==> config.mk <==
export PLATFORM = sky130hd
export DESIGN_NAME = fp_add_seq
export DESIGN_NICKNAME = d
export VERILOG_FILES = /design/src/rtl/fp_add_pkg.sv /design/src/rtl/fp_norm_encoder.sv /design/src/rtl/fp_add_seq.sv
export SDC_FILE = /design/constraint.sdc
export NUM_CORES = 1
export LEC_CHECK = 0
export ABC_AREA = 0
export CAP_MARGIN = 5
export CORE_MARGIN = 2
export CORE_UTILIZATION = 25
export DETAILED_ROUTE_END_ITERATION = 8
export PLACE_DENSITY = 0.36
export SLEW_MARGIN = 0
export SYNTH_ARGS = -nofsm -noshare
export SYNTH_HDL_FRONTEND = slang
export SYNTH_SLANG_ARGS = --single-unit
==> constraint.sdc <==
create_clock -name clk -period 15.4 [get_ports clk]
set_input_delay 2.31 -clock clk [delete_from_list [all_inputs] [get_ports clk]]
set_output_delay 2.31 -clock clk [all_outputs]
set_load 0.05 [all_outputs]
==> src/rtl/fp_add_pkg.sv <==
// Shared binary32 field widths, constants, FSM state type and operand unpacking
// for the sequential FP adder.
package fp_add_pkg;
  localparam int unsigned EXP_W    = 8;
  localparam int unsigned MAN_W    = 23;
  localparam int unsigned EXP_BIAS = 127;
  localparam int unsigned EXP_MAX  = 255;
  localparam logic [31:0] QNAN     = 32'h7FC0_0000;

  typedef enum logic [2:0] {IDLE, ALIGN, ADD, NORM, PACK} state_t;

  typedef struct packed {
    logic             sign;
    logic [EXP_W-1:0] exp;
    logic [MAN_W:0]   mant;
  } operand_t;

  // exp=0 inputs (zero and denormals) become signed zero; others get the hidden 1
  function automatic operand_t unpack(input logic [31:0] x);
    operand_t o;
    o.sign = x[31];
    o.exp  = x[30:23];
    o.mant = (x[30:23] == '0) ? '0 : {1'b1, x[22:0]};
    if (x[30:23] == '0) o.exp = '0;
    return o;
  endfunction
endpackage

==> src/rtl/fp_norm_encoder.sv <==
// Leading-one priority encoder: bit 23 -> 24 ... bit 0 -> 1, no bit set -> 0.
module fp_norm_encoder (
  input  logic [23:0] m,
  output logic [4:0]  pos
);
  always_comb begin
    pos = '0;
    for (int unsigned i = 0; i < 24; i++) begin
      if (m[i]) pos = 5'(i + 1);
    end
  end
endmodule

==> src/rtl/fp_add_seq.sv <==
// Multi-cycle binary32 adder: IDLE -> ALIGN -> ADD -> NORM -> PACK.
// Define FP_ADD_SEQ_ROUND_EN for round-to-nearest-even; otherwise results truncate.
module fp_add_seq
  import fp_add_pkg::*;
(
  input  logic        clk,
  input  logic        rst,
  input  logic        start,
  input  logic [31:0] a,
  input  logic [31:0] b,
  output logic        busy,
  output logic        done,
  output logic [31:0] result,
  output logic        overflow
);
  state_t state;
  logic [31:0] ra, rb;

  logic        al_sign, al_sub, al_spec;
  logic [31:0] al_spec_res;
  logic [7:0]  al_exp;
  logic [26:0] al_big, al_small;

  logic        ad_sign, ad_spec;
  logic [31:0] ad_spec_res;
  logic [7:0]  ad_exp;
  logic [27:0] ad_sum;

  logic              nm_sign, nm_zero, nm_spec;
  logic [31:0]       nm_spec_res;
  logic signed [9:0] nm_exp;
  logic [26:0]       nm_m;

  // ALIGN: unpack, order by magnitude, shift smaller keeping guard/round/sticky
  operand_t    ua, ub, big, sml;
  logic [7:0]  diff;
  logic [26:0] ext, mask, sm_sh;
  logic        a_nan, b_nan, a_inf, b_inf, c_spec;
  logic [31:0] c_spec_res;

  always_comb begin
    ua = unpack(ra);
    ub = unpack(rb);
    if ({ub.exp, ub.mant} > {ua.exp, ua.mant}) begin
      big = ub; sml = ua;
    end else begin
      big = ua; sml = ub;
    end
    diff = big.exp - sml.exp;
    ext  = {sml.mant, 3'b000};
    mask = '1;
    mask = ~(mask << diff);
    if (diff >= 8'd26) sm_sh = {26'b0, |sml.mant};
    else               sm_sh = (ext >> diff) | {26'b0, |(ext & mask)};

    a_nan  = (ra[30:23] == 8'hFF) && (ra[22:0] != '0);
    b_nan  = (rb[30:23] == 8'hFF) && (rb[22:0] != '0);
    a_inf  = (ra[30:23] == 8'hFF) && (ra[22:0] == '0);
    b_inf  = (rb[30:23] == 8'hFF) && (rb[22:0] == '0);
    c_spec = a_nan | b_nan | a_inf | b_inf;
    if (a_nan || b_nan || (a_inf && b_inf && (ra[31] != rb[31]))) c_spec_res = QNAN;
    else if (a_inf)                                                 c_spec_res = ra;
    else                                                            c_spec_res = rb;
  end

  logic [27:0] c_sum;
  always_comb begin
    if (al_sub) c_sum = {1'b0, al_big} - {1'b0, al_small};
    else        c_sum = {1'b0, al_big} + {1'b0, al_small};
  end

  logic [4:0]        enc_pos, sh;
  logic [26:0]       n_m;
  logic signed [9:0] n_exp;
  logic              n_zero, n_sign;

  fp_norm_encoder u_enc (
    .m   (ad_sum[26:3]),
    .pos (enc_pos)
  );

  always_comb begin
    sh     = 5'd24 - enc_pos;
    n_m    = '0;
    n_exp  = $signed({2'b00, ad_exp});
    n_zero = 1'b0;
    n_sign = ad_sign;
    if (ad_sum[27]) begin
      n_m   = {ad_sum[27:2], ad_sum[1] | ad_sum[0]};
      n_exp = $signed({2'b00, ad_exp}) + 10'sd1;
    end else if (enc_pos == '0) begin
      n_zero = 1'b1;
      n_sign = 1'b0;
    end else begin
      n_m   = ad_sum[26:0] << sh;
      n_exp = $signed({2'b00, ad_exp}) - $signed({5'b0, sh});
      if (n_exp <= 10'sd0) n_zero = 1'b1;
    end
  end

  // PACK: optional round-to-nearest-even; a rounding carry-out leaves a zero field
  logic [22:0]       p_field;
  logic signed [9:0] p_exp;
  logic [31:0]       p_res;
  logic              p_ovf;

  always_comb begin
`ifdef FP_ADD_SEQ_ROUND_EN
    logic        rnd_up;
    logic [24:0] m_rnd;
    rnd_up  = nm_m[2] & (nm_m[1] | nm_m[0] | nm_m[3]);
    m_rnd   = {1'b0, nm_m[26:3]} + {24'b0, rnd_up};
    p_field = m_rnd[22:0];
    p_exp   = nm_exp + $signed({9'b0, m_rnd[24]});
`else
    p_field = nm_m[25:3];
    p_exp   = nm_exp;
`endif
    p_ovf = 1'b0;
    if (nm_spec)                    p_res = nm_spec_res;
    else if (nm_zero)               p_res = {nm_sign, 31'b0};
    else if (p_exp >= 10'sd255) begin
      p_res = {nm_sign, 8'hFF, 23'b0};
      p_ovf = 1'b1;
    end else                        p_res = {nm_sign, p_exp[7:0], p_field};
  end

  always_ff @(posedge clk or posedge rst) begin
    if (rst) begin
      state <= IDLE;
      busy <= 1'b0; done <= 1'b0; result <= '0; overflow <= 1'b0;
      ra <= '0; rb <= '0;
      al_sign <= 1'b0; al_sub <= 1'b0; al_spec <= 1'b0; al_spec_res <= '0;
      al_exp <= '0; al_big <= '0; al_small <= '0;
      ad_sign <= 1'b0; ad_spec <= 1'b0; ad_spec_res <= '0; ad_exp <= '0; ad_sum <= '0;
      nm_sign <= 1'b0; nm_zero <= 1'b0; nm_spec <= 1'b0; nm_spec_res <= '0;
      nm_exp <= '0; nm_m <= '0;
    end else begin
      done <= 1'b0;
      case (state)
        IDLE: if (start) begin
          ra    <= a;
          rb    <= b;
          busy  <= 1'b1;
          state <= ALIGN;
        end
        ALIGN: begin
          al_sign     <= big.sign;
          al_sub      <= ua.sign ^ ub.sign;
          al_spec     <= c_spec;
          al_spec_res <= c_spec_res;
          al_exp      <= big.exp;
          al_big      <= {big.mant, 3'b000};
          al_small    <= sm_sh;
          state       <= ADD;
        end
        ADD: begin
          ad_sign     <= al_sign;
          ad_spec     <= al_spec;
          ad_spec_res <= al_spec_res;
          ad_exp      <= al_exp;
          ad_sum      <= c_sum;
          state       <= NORM;
        end
        NORM: begin
          nm_sign     <= n_sign;
          nm_zero     <= n_zero;
          nm_spec     <= ad_spec;
          nm_spec_res <= ad_spec_res;
          nm_exp      <= n_exp;
          nm_m        <= n_m;
          state       <= PACK;
        end
        PACK: begin
          result   <= p_res;
          overflow <= p_ovf;
          done     <= 1'b1;
          busy     <= 1'b0;
          state    <= IDLE;
        end
        default: state <= IDLE;
      endcase
    end
  end
endmodule

**Word-level counts from Yosys, hierarchy flattened**

Index checks and enable logic that the tools add are counted.

- Order comparisons: 4
- Reductions and logical operators: 21
- Bitwise operators: 8
- Eq/ne operators: 8
- Add/sub/neg operators: 6
- Mux-type cells: 54
- Shift operators: 3

Operator list:

| kind | number |
|---|---|
| 32-bit 2-to-1 mux | 4 |
| 31-bit 2-to-1 mux | 2 |
| 26-bit 2-to-1 mux | 2 |
| 24-bit 2-to-1 mux | 2 |
| 23-bit logical NOT | 2 |
| 23-bit nonzero test | 2 |
| 5-bit 2-to-1 mux | 9 |
| 33-bit 2-to-1 mux | 1 |
| 32-bit greater-than comparator | 1 |
| 4-bit 2-to-1 mux | 8 |
| 27-bit by 27-bit adder with 28-bit output | 1 |
| 28-bit 2-to-1 mux | 1 |
| 27-bit by 27-bit subtractor with 28-bit output | 1 |
| 27-bit AND | 1 |
| 27-bit 2-to-1 mux | 1 |
| 27-bit NOT | 1 |
| 27-bit by 1-bit OR with 27-bit output | 1 |
| 27-bit OR reduction | 1 |
| 27-bit by 5-bit << shifter with 26-bit output | 1 |
| 27-bit by 8-bit << shifter with 27-bit output (first input constant) | 1 |
| 27-bit by 8-bit >> shifter with 27-bit output | 1 |
| 24-bit OR reduction | 1 |
| 10-bit 2-to-1 mux | 2 |
| 8-bit == test (second input constant) | 2 |
| 27 further kinds | 55 |

- Output and inout port bits: 35
- Bits in registers: 337
- Input port bits: 67
- Word-level logic and storage cells: 129

**Longest topological paths before layout**

Gate-level depths: netlist (run 1).

- Word-level depth: 30
- Gate-level depth with buffers: 29

**Cells and area by module**

Synthesis (run 1) repeated with hierarchy kept, for this count alone.

- Cell total of the unflattened synthesis: 2447
- Area total of the unflattened synthesis: 20684.8 µm²

Modules (own cells, without submodules):

| module | seq. area each (µm²) | cells an instance | area each (µm²) | instances |
|---|---|---|---|---|
| fp_add_seq | 8358.0 | 2400 | 20407.1 | 1 |
| fp_norm_encoder | 0.0 | 47 | 277.8 | 1 |

**Least setup slack after synthesis (run 1)**

Ideal clock, no wire load.

- Path kind: reg2reg
- Start: register rb[23]
- End: register al_small[0]
- Required time: 15.281 ns
- Slack: 8.960 ns
- Clock period less this slack: 6.440 ns
- Data arrival time: 6.321 ns
- Stages on the path, launching flop included: 28
- Cell sequence: dfrtp_1 > nor4_1 > nand2_1 > clkbuf_1 > nand2_1 > inv_1 > ha_1 > nand4_2 > or4_4 > o21ai_1 > a2bb2oi_4 > buf_6 > buf_6 > buf_6 > buf_4 > clkbuf_1 > mux2_2 > ha_1 > o21ai_0 > nand2_1 > a21oi_1 > mux2i_1 > a311o_1 > nor3_2 > a31o_2 > nand2_1 > or4_1 > o21a_1

- Cells in the longest elaborated chain, start to end: 11

RTL lines:

| item | RTL line | text |
|---|---|---|
| start: declaration | fp_add_seq.sv:17 | `logic [31:0] ra, rb;` |
| start signal: assignment | fp_add_seq.sv:132 | `ra <= '0; rb <= '0;` |
| start signal: assignment | fp_add_seq.sv:143 | `rb <= b;` |
| 8-bit logical NOT | fp_add_pkg.sv:23, fp_add_pkg.sv:24 |  |
| 24-bit 2-to-1 mux / 8-bit 2-to-1 mux (equally long branches) | fp_add_pkg.sv:23, fp_add_pkg.sv:24 |  |
| 32-bit greater-than comparator | fp_add_seq.sv:44 | `if ({ub.exp, ub.mant} > {ua.exp, ua.mant}) begin` |
| 33-bit 2-to-1 mux / 32-bit 2-to-1 mux (equally long branches) | fp_add_seq.sv:44 |  |
| 8-bit subtractor | fp_add_seq.sv:49 | `diff = big.exp - sml.exp;` |
| 27-bit by 8-bit << shifter with 27-bit output | fp_add_seq.sv:52 | `mask = ~(mask << diff);` |
| 27-bit NOT | fp_add_seq.sv:52 |  |
| 27-bit AND | fp_add_seq.sv:54 | `else sm_sh = (ext >> diff) \| {26'b0, \|(ext & mask)};` |
| 27-bit OR reduction | fp_add_seq.sv:54 |  |
| 27-bit by 1-bit OR with 27-bit output | fp_add_seq.sv:54 |  |
| 27-bit 2-to-1 mux (*) | fp_add_seq.sv:53 | `if (diff >= 8'd26) sm_sh = {26'b0, \|sml.mant};` |
| end signal: assignment | fp_add_seq.sv:154 | `al_small <= sm_sh;` |
| end: declaration | fp_add_seq.sv:22 | `logic [26:0] al_big, al_small;` |

Mark *: on every way between the ends. The rest lies on a longest branch, timed or not.
A chain may end at the register's enable or synchronous reset.

**Worst setup path after layout (run 1)**

- Start: register ra[27]
- End: register al_small[0]

- Cells in the longest elaborated chain, start to end: 11

RTL lines:

| item | RTL line | text |
|---|---|---|
| start: declaration | fp_add_seq.sv:17 |  |
| start signal: assignment | fp_add_seq.sv:132 |  |
| start signal: assignment | fp_add_seq.sv:142 | `ra <= a;` |
| 8-bit logical NOT | fp_add_pkg.sv:23, fp_add_pkg.sv:24 |  |
| 24-bit 2-to-1 mux / 8-bit 2-to-1 mux (equally long branches) | fp_add_pkg.sv:23, fp_add_pkg.sv:24 |  |
| 32-bit greater-than comparator | fp_add_seq.sv:44 |  |
| 33-bit 2-to-1 mux / 32-bit 2-to-1 mux (equally long branches) | fp_add_seq.sv:44 |  |
| 8-bit subtractor | fp_add_seq.sv:49 |  |
| 27-bit by 8-bit << shifter with 27-bit output | fp_add_seq.sv:52 |  |
| 27-bit NOT | fp_add_seq.sv:52 |  |
| 27-bit AND | fp_add_seq.sv:54 |  |
| 27-bit OR reduction | fp_add_seq.sv:54 |  |
| 27-bit by 1-bit OR with 27-bit output | fp_add_seq.sv:54 |  |
| 27-bit 2-to-1 mux (*) | fp_add_seq.sv:53 |  |

Marks and branches as above.

==> impl_metrics.yaml, run 1 <==
synth:
  ys_warn_count: 0
  synth_top_area_share_pct: 39.8
  ys_ff_latch: 334
  syn_nets: 2585
  synth_edf_count: 0
  synthArstFlopShare_pct: 100
  syn_avg_cell_area_um2: 8.65
  synth.distinct_cells: 82
  synth_top_cell_by_area: "dfrtp_1"
  synth_area_leaders: "dfrtp_1, nand2_1, ha_1"
  synth_cells: 2427
  synth_flop_cell: "dfrtp_1"
  synth-seq-area-share_pct: 39.8
  netlist_area_mm2: 0.0210
placement:
  gp_congestion: 0.864
  hpwl_um: 60300
  placed_cells: 3475
  numPortBuffers: 101
  post_dp_cell_area_mm2: 0.0230
die:
  fp.dieH_um: 294
  fp-row-count: 106
  start_util_pct: 25.2
  die_area_mm2: 0.0863
  chipWidth_um: 294
  num_io_pins: 102
  core_area_mm2: 0.0834
cts:
  cts_root_buf: "clkbuf_16"
  cts_resized: 0
  clkLatencyLatePin_ns: 0.60
  cts_buffer_depth: 3
  cts_setup_buffers: 0
  cts_tree: "done"
  cts_buffers: 44
  htreeDepth: 2
  clock-sinks: 334
  cts_hold_buf: 0
  clkTransAtPathRegs_ns: 0.06
finish:
  final_core_util_pct: 29.4
  area_delta_synth_final_pct: 16.8
  fin_cells: 3557
  drive_above_1_share_pct: 9.37
  finalNetCount: 2599
  final_area_mm2: 0.0245
global_routing:
  top_usage_layer: "met2"
  grt.met2_usage_pct: 29.2
  grt_pass1_vias: 17700
  grt_max_degree: 83
  met1_usage_pct: 25.9
  grt_pass1_wl_um: 119000
  gr-total-overflow: 0
  grt.total_usage_pct: 18.3
  use_met3_pct: 2.05
  antenna_found_initial: 0
sta:
  timing.final.max_slew_violations: 0
  maxSlewHeadroom_pct: 24.7
  tns_ns: 0
  rsz0062_at_grt: "no"
  hold_violations: 0
  finalCriticalPeriod_ns: 6.68
  max_freq_ghz: 0.150
  fin_skew_ns: 0.0258
  fin_crit_sh_pct: 43.4
  tightest_slew_ns: 1.13
  setup_violations: 0
worst_setup_path:
  start_kind: "flip-flop"
  critical_path_class: "reg2reg"
  crit_required_ns: 15.93
  critPathArrivalTime_ns: 7.21
  crit_path_end_kind: "flip-flop"
  critPathMaxFanout: 69
run:
  max_cap_violations: 0
drt:
  ant_nets: 0
  wl_um: 79700
  viasPerCell: 5.08
  num_vias: 18100
  wl_per_cell_um: 22.4
  drt_pass1_iterations: 5
  drtIter0Drc: 1125
  drc_errors: 0
worst_hold_path:
  holdCritPathClass: "reg2reg"
outcome:
  status: "completed"
==> flip-flops by register name, summed over array words and instances, names as in the netlist, 10 cells and up <==
name and count:
nm_m 23, ad_spec_res 32, al_spec_res 32, ad_sum 28, ra 32, rb 32
nm_exp 10, nm_spec_res 32, al_big 24, result 32, al_small 27
==> worst max-delay path, cell delays in order (launching register included) <==
cell	delay (ns)
dfrtp_1	0.42
nor4_1	0.41
nand2_1	0.16
buf_4	0.31
and2_1	0.26
inv_1	0.09
ha_1	0.24
nand3_1	0.11
or2_2	0.11
a311oi_1	0.08
nor4b_1	0.70
a2bb2oi_4	0.20
buf_4	0.56
buf_4	0.72
mux4_1	0.71
a222oi_1	0.58
nor2_1	0.08
a211oi_1	0.33
o22ai_1	0.13
o22ai_1	0.16
o21a_1	0.15
==> cells in the mapped netlist (all sizes together) (29+ instances only) <==
cell,instances
clkbuf,131
a22oi,29
nor3,47
xnor2,30
a21oi,156
inv,107
buf,34
mux2,79
o21ai,164
mux2i,106
ha,89
nor2,209
dfrtp,334
a22o,29
a211oi,29
a31oi,33
nand2,459
==> worst paths after layout <==
check	startpoint	end	slack, ns	cells after the start
worst min register to register	nm_spec_res[25]	nm_spec_res[25]	0.47	2
max in group asynchronous	rst	rb[24]	10.98	4
worst max register to register	ra[27]	al_small[0]	8.72	20
worst max-delay path	ra[27]	al_small[0]	8.72	20
worst min-delay path	nm_spec_res[25]	nm_spec_res[25]	0.47	2
min in group asynchronous	rst	ad_sum[10]	2.20	2
==> cells in the final DEF (no fill, tap or decap), drive strengths merged, types with 30 or more instances in the layout <==
cell	n
a31oi	33
o21ai	164
clkbuf	64
ha	89
buf	32
dfrtp	334
a21oi	156
mux2i	106
xnor2	30
nor3	47
nor2	209
nand2	459
clkdlybuf4s50	101
inv	110
mux2	79
==> area by class of cell <==
type / instances / area (um^2)
sequential: 334 / 8360
clock inverter: 17 / 226
fill: 8868 / 58900
clock buffer: 64 / 1320
antenna: 1 / 2.50
timing repair buffer: 133 / 1250
multi-input combinational: 1818 / 11600
tap: 1080 / 1350
inverter: 110 / 420
==> per-stage QoR <==
stage	hold WS [ns]	worst slack, ns
CTS	0.477	8.78
finish	0.474	8.72
detailed placement	0.463	8.82
global route	0.493	8.27
global placement	0.459	8.86
floorplan	0.439	3.84
==> logic make-up after synthesis <==
| kind of cell | count (synthesis) | synth area share (%) |
|---|---|---|
| DFF | 334 | 39.8 |
| adders and majority gates | 91 | 5.49 |
| xor gates and xnor gates | 44 | 1.87 |
| muxes | 203 | 11.3 |
| buffers and inverters | 275 | 5.20 |
| and+or+nand+nor | 871 | 17.8 |
| AOI/OAI and AO/OA | 609 | 18.6 |
==> metal layers <==
layer	up-vias	wire length, um
met4	0	2170
li1	8645	-
met3	99	2880
met2	392	36600
met1	8933	38100
met5	-	0
Power of run 1 is left out: the tool's default activity adds up to more than one toggle a clock period on the data nets, which glitch-free logic cannot reach.
==> run 2, diff against run 1 <==
- PLACE_DENSITY: 0.36 -> 0.37
- clock period: 15.4 -> 5.6 ns (I/O delays scaled with it)
==> run 2 against run 1 <==
Die area stayed put; clock-buffer cell count is 9 lower; first-iteration DRC count is 32% higher; wire length rose by 2.2%; critical path depth up 4; clock skew is 0.0079 ns lower; via count increased by 1.3%; global-route usage increased by 0.52 points; worst hold slack lost 0.018 ns; worst setup slack worse by 8.5 ns; cell area rose by 3.3%; register-to-register slack worse by 8.5 ns; highest routed layer unchanged.
==> impl_metrics.yaml, run 2 (synthesized netlist as in run 1, its figures left out) <==
die:
  core_area_mm2: 0.0834
  fp.dieH_um: 294
  start_util_pct: 25.2
  chipWidth_um: 294
  fp-row-count: 106
  die_area_mm2: 0.0863
  num_io_pins: 102
placement:
  gp_congestion: 0.895
  numPortBuffers: 101
  pre_cts_slack_ns: 0.183
  placed_cells: 3550
  hpwl_um: 62300
finish:
  mostFrequentLayoutCells: "nand2_1, dfrtp_1, nor2_1"
  finalNetCount: 2672
  area_delta_synth_final_pct: 20.6
  n_antenna_cell: 0
  layout_commonest_cell: "nand2_1"
  drive_above_1_share_pct: 12.9
  fin_cells: 3626
  final_core_util_pct: 30.4
worst_setup_path:
  reg2reg_to: "al_small[4]"
  timing.rr.start: "ra[27]"
  rr_worst_depth: 24
  crit_slowest_cell: "or4_4"
  cp_top_family: "simple AND/OR/NAND/NOR gates"
  critPathMaxFanout: 44
  start_kind: "flip-flop"
  crit_path_end_kind: "flip-flop"
  crit_required_ns: 6.10
  worstSetupStartpoint: "ra[27]"
  crit_path_cell_trace: "nor4_2, nand2_1, buf_12, and2_1, inv_1, ha_1, nand3_1, or4_4, a21oi_2, nor4b_4, a2bb2oi_4, mux2_4, ha_4, o21ai_1, nand2_1, a21oi_2, mux2i_2, a311o_1, nor3_2, a31oi_2, buf_12, nor3_1, a21oi_1, o221ai_1"
  critPathMaxStageDelay_ns: 0.56
  critPathArrivalTime_ns: 5.85
  path_buf_inv: 3
  critical_path_class: "reg2reg"
  r2r_slack_ns: 0.25
worst_hold_path:
  min_to: "ad_spec"
  min_from: "al_spec"
  whs_path_depth: 2
  holdCritPathClass: "reg2reg"
cts:
  cts_buffers: 42
  htreeDepth: 2
  cts_tree: "done"
  cts_buffer_depth: 3
  cts_root_buf: "clkbuf_16"
  clkTransAtPathRegs_ns: 0.06
  clock-sinks: 334
  clkLatencyLatePin_ns: 0.59
global_routing:
  gr-total-overflow: 0
  grt_max_degree: 141
  grt.total_usage_pct: 18.8
  antenna_found_initial: 3
  grt_pass1_vias: 18500
  grt_pass1_wl_um: 123000
drt:
  drc_errors: 0
  ant_nets: 0
  drtIter0Drc: 1485
  num_vias: 18300
  drt_pass1_iterations: 5
  viasPerCell: 5.05
  wl_per_cell_um: 22.5
  wl_um: 81400
sta:
  fin_hold_ws_ns: 0.455
  tightest_slew_ns: 1.09
  timing.final.max_slew_violations: 0
  setup_slack_ns: 0.252
  hold_violations: 0
  max_freq_ghz: 0.187
  setup_violations: 0
  finalCriticalPeriod_ns: 5.35
  rsz0062_at_grt: "no"
  maxSlewHeadroom_pct: 27.3
  fin_skew_ns: 0.0179
  fin_crit_sh_pct: 95.5
outcome:
  status: "completed"
run:
  max_cap_violations: 0
==> run 2: changes by cell type in the layout (fill, tap and decap cells not counted), moves of 4 or more <==
| cell | before | now |
|---|---|---|
| nand2_1 | 458 | 452 |
| ha_4 | 0 | 4 |
| ha_1 | 89 | 85 |
| buf_12 | 0 | 10 |
| buf_4 | 32 | 97 |
| clkbuf_8 | 12 | 6 |
| nand2_4 | 0 | 4 |
==> run 2: how the worst max path moves through the flow <==
stage	to	cells past startpoint
6_report	al_small[4]	24
3_3_place_gp	al_small[5]	23
3_5_place_dp	al_small[5]	24
4_1_cts	al_small[5]	24
5_1_grt	al_small[11]	24
2_1_floorplan	al_small[0]	28
==> run 2: area by class of cell <==
cell class,instances,area (um^2)
clock buffer,55,1160
clock inverter,21,339
fill,8850,58100
inverter,110,418
multi-input combinational,1818,11800
sequential,334,8360
tap,1080,1350
timing repair buffer,208,1940
==> run 2: worst min-delay path, delay by kind of cell, from the launching register on <==
| family | cells | cell delay [ns] |
|---|---|---|
| AND/OR/NAND/NOR | 2 | 0.09 |
| flip-flops | 1 | 0.34 |
==> run 2: per-stage QoR <==
step | instance area [um^2] | TNS [ns]
floorplan | 21200 | -0.0205
global placement | 23800 | 0
detailed placement | 23800 | 0
CTS | 25300 | 0
global route | 25300 | 0
finish | 25300 | 0
==> run 2: layer usage <==
layer | share of wire, % | track usage (%) | up-vias | wire, um
li1 | - | - | 8775 | -
met1 | 48 | 26.4 | 9113 | 39000
met2 | 47 | 30.8 | 343 | 38000
met3 | 3.1 | 1.97 | 79 | 2560
met4 | 2.2 | 4.55 | 0 | 1820
met5 | 0 | 0 | - | 0
==> run 2: timing repair <==
item / CTS / global route
setup buffers: 0 / 0
gates resized for setup: 0 / 9
endpoints found under the setup margin: 0 / 25
hold buffers: 0 / 0
Power of run 2 is left out for the same reason.
==> run 3, diff against run 2 <==
==> constraint.sdc (replaced) <==
create_clock -name clk -period 5.6 [get_ports clk]
set_input_delay 0.84 -clock clk [delete_from_list [all_inputs] [get_ports clk]]
set_output_delay 0.84 -clock clk [all_outputs]
set_load 0.02 [all_outputs]
==> results of run 3 <==
Final layout, timing and power as in run 2 (identical DEF).
Power of run 3 is left out for the same reason.
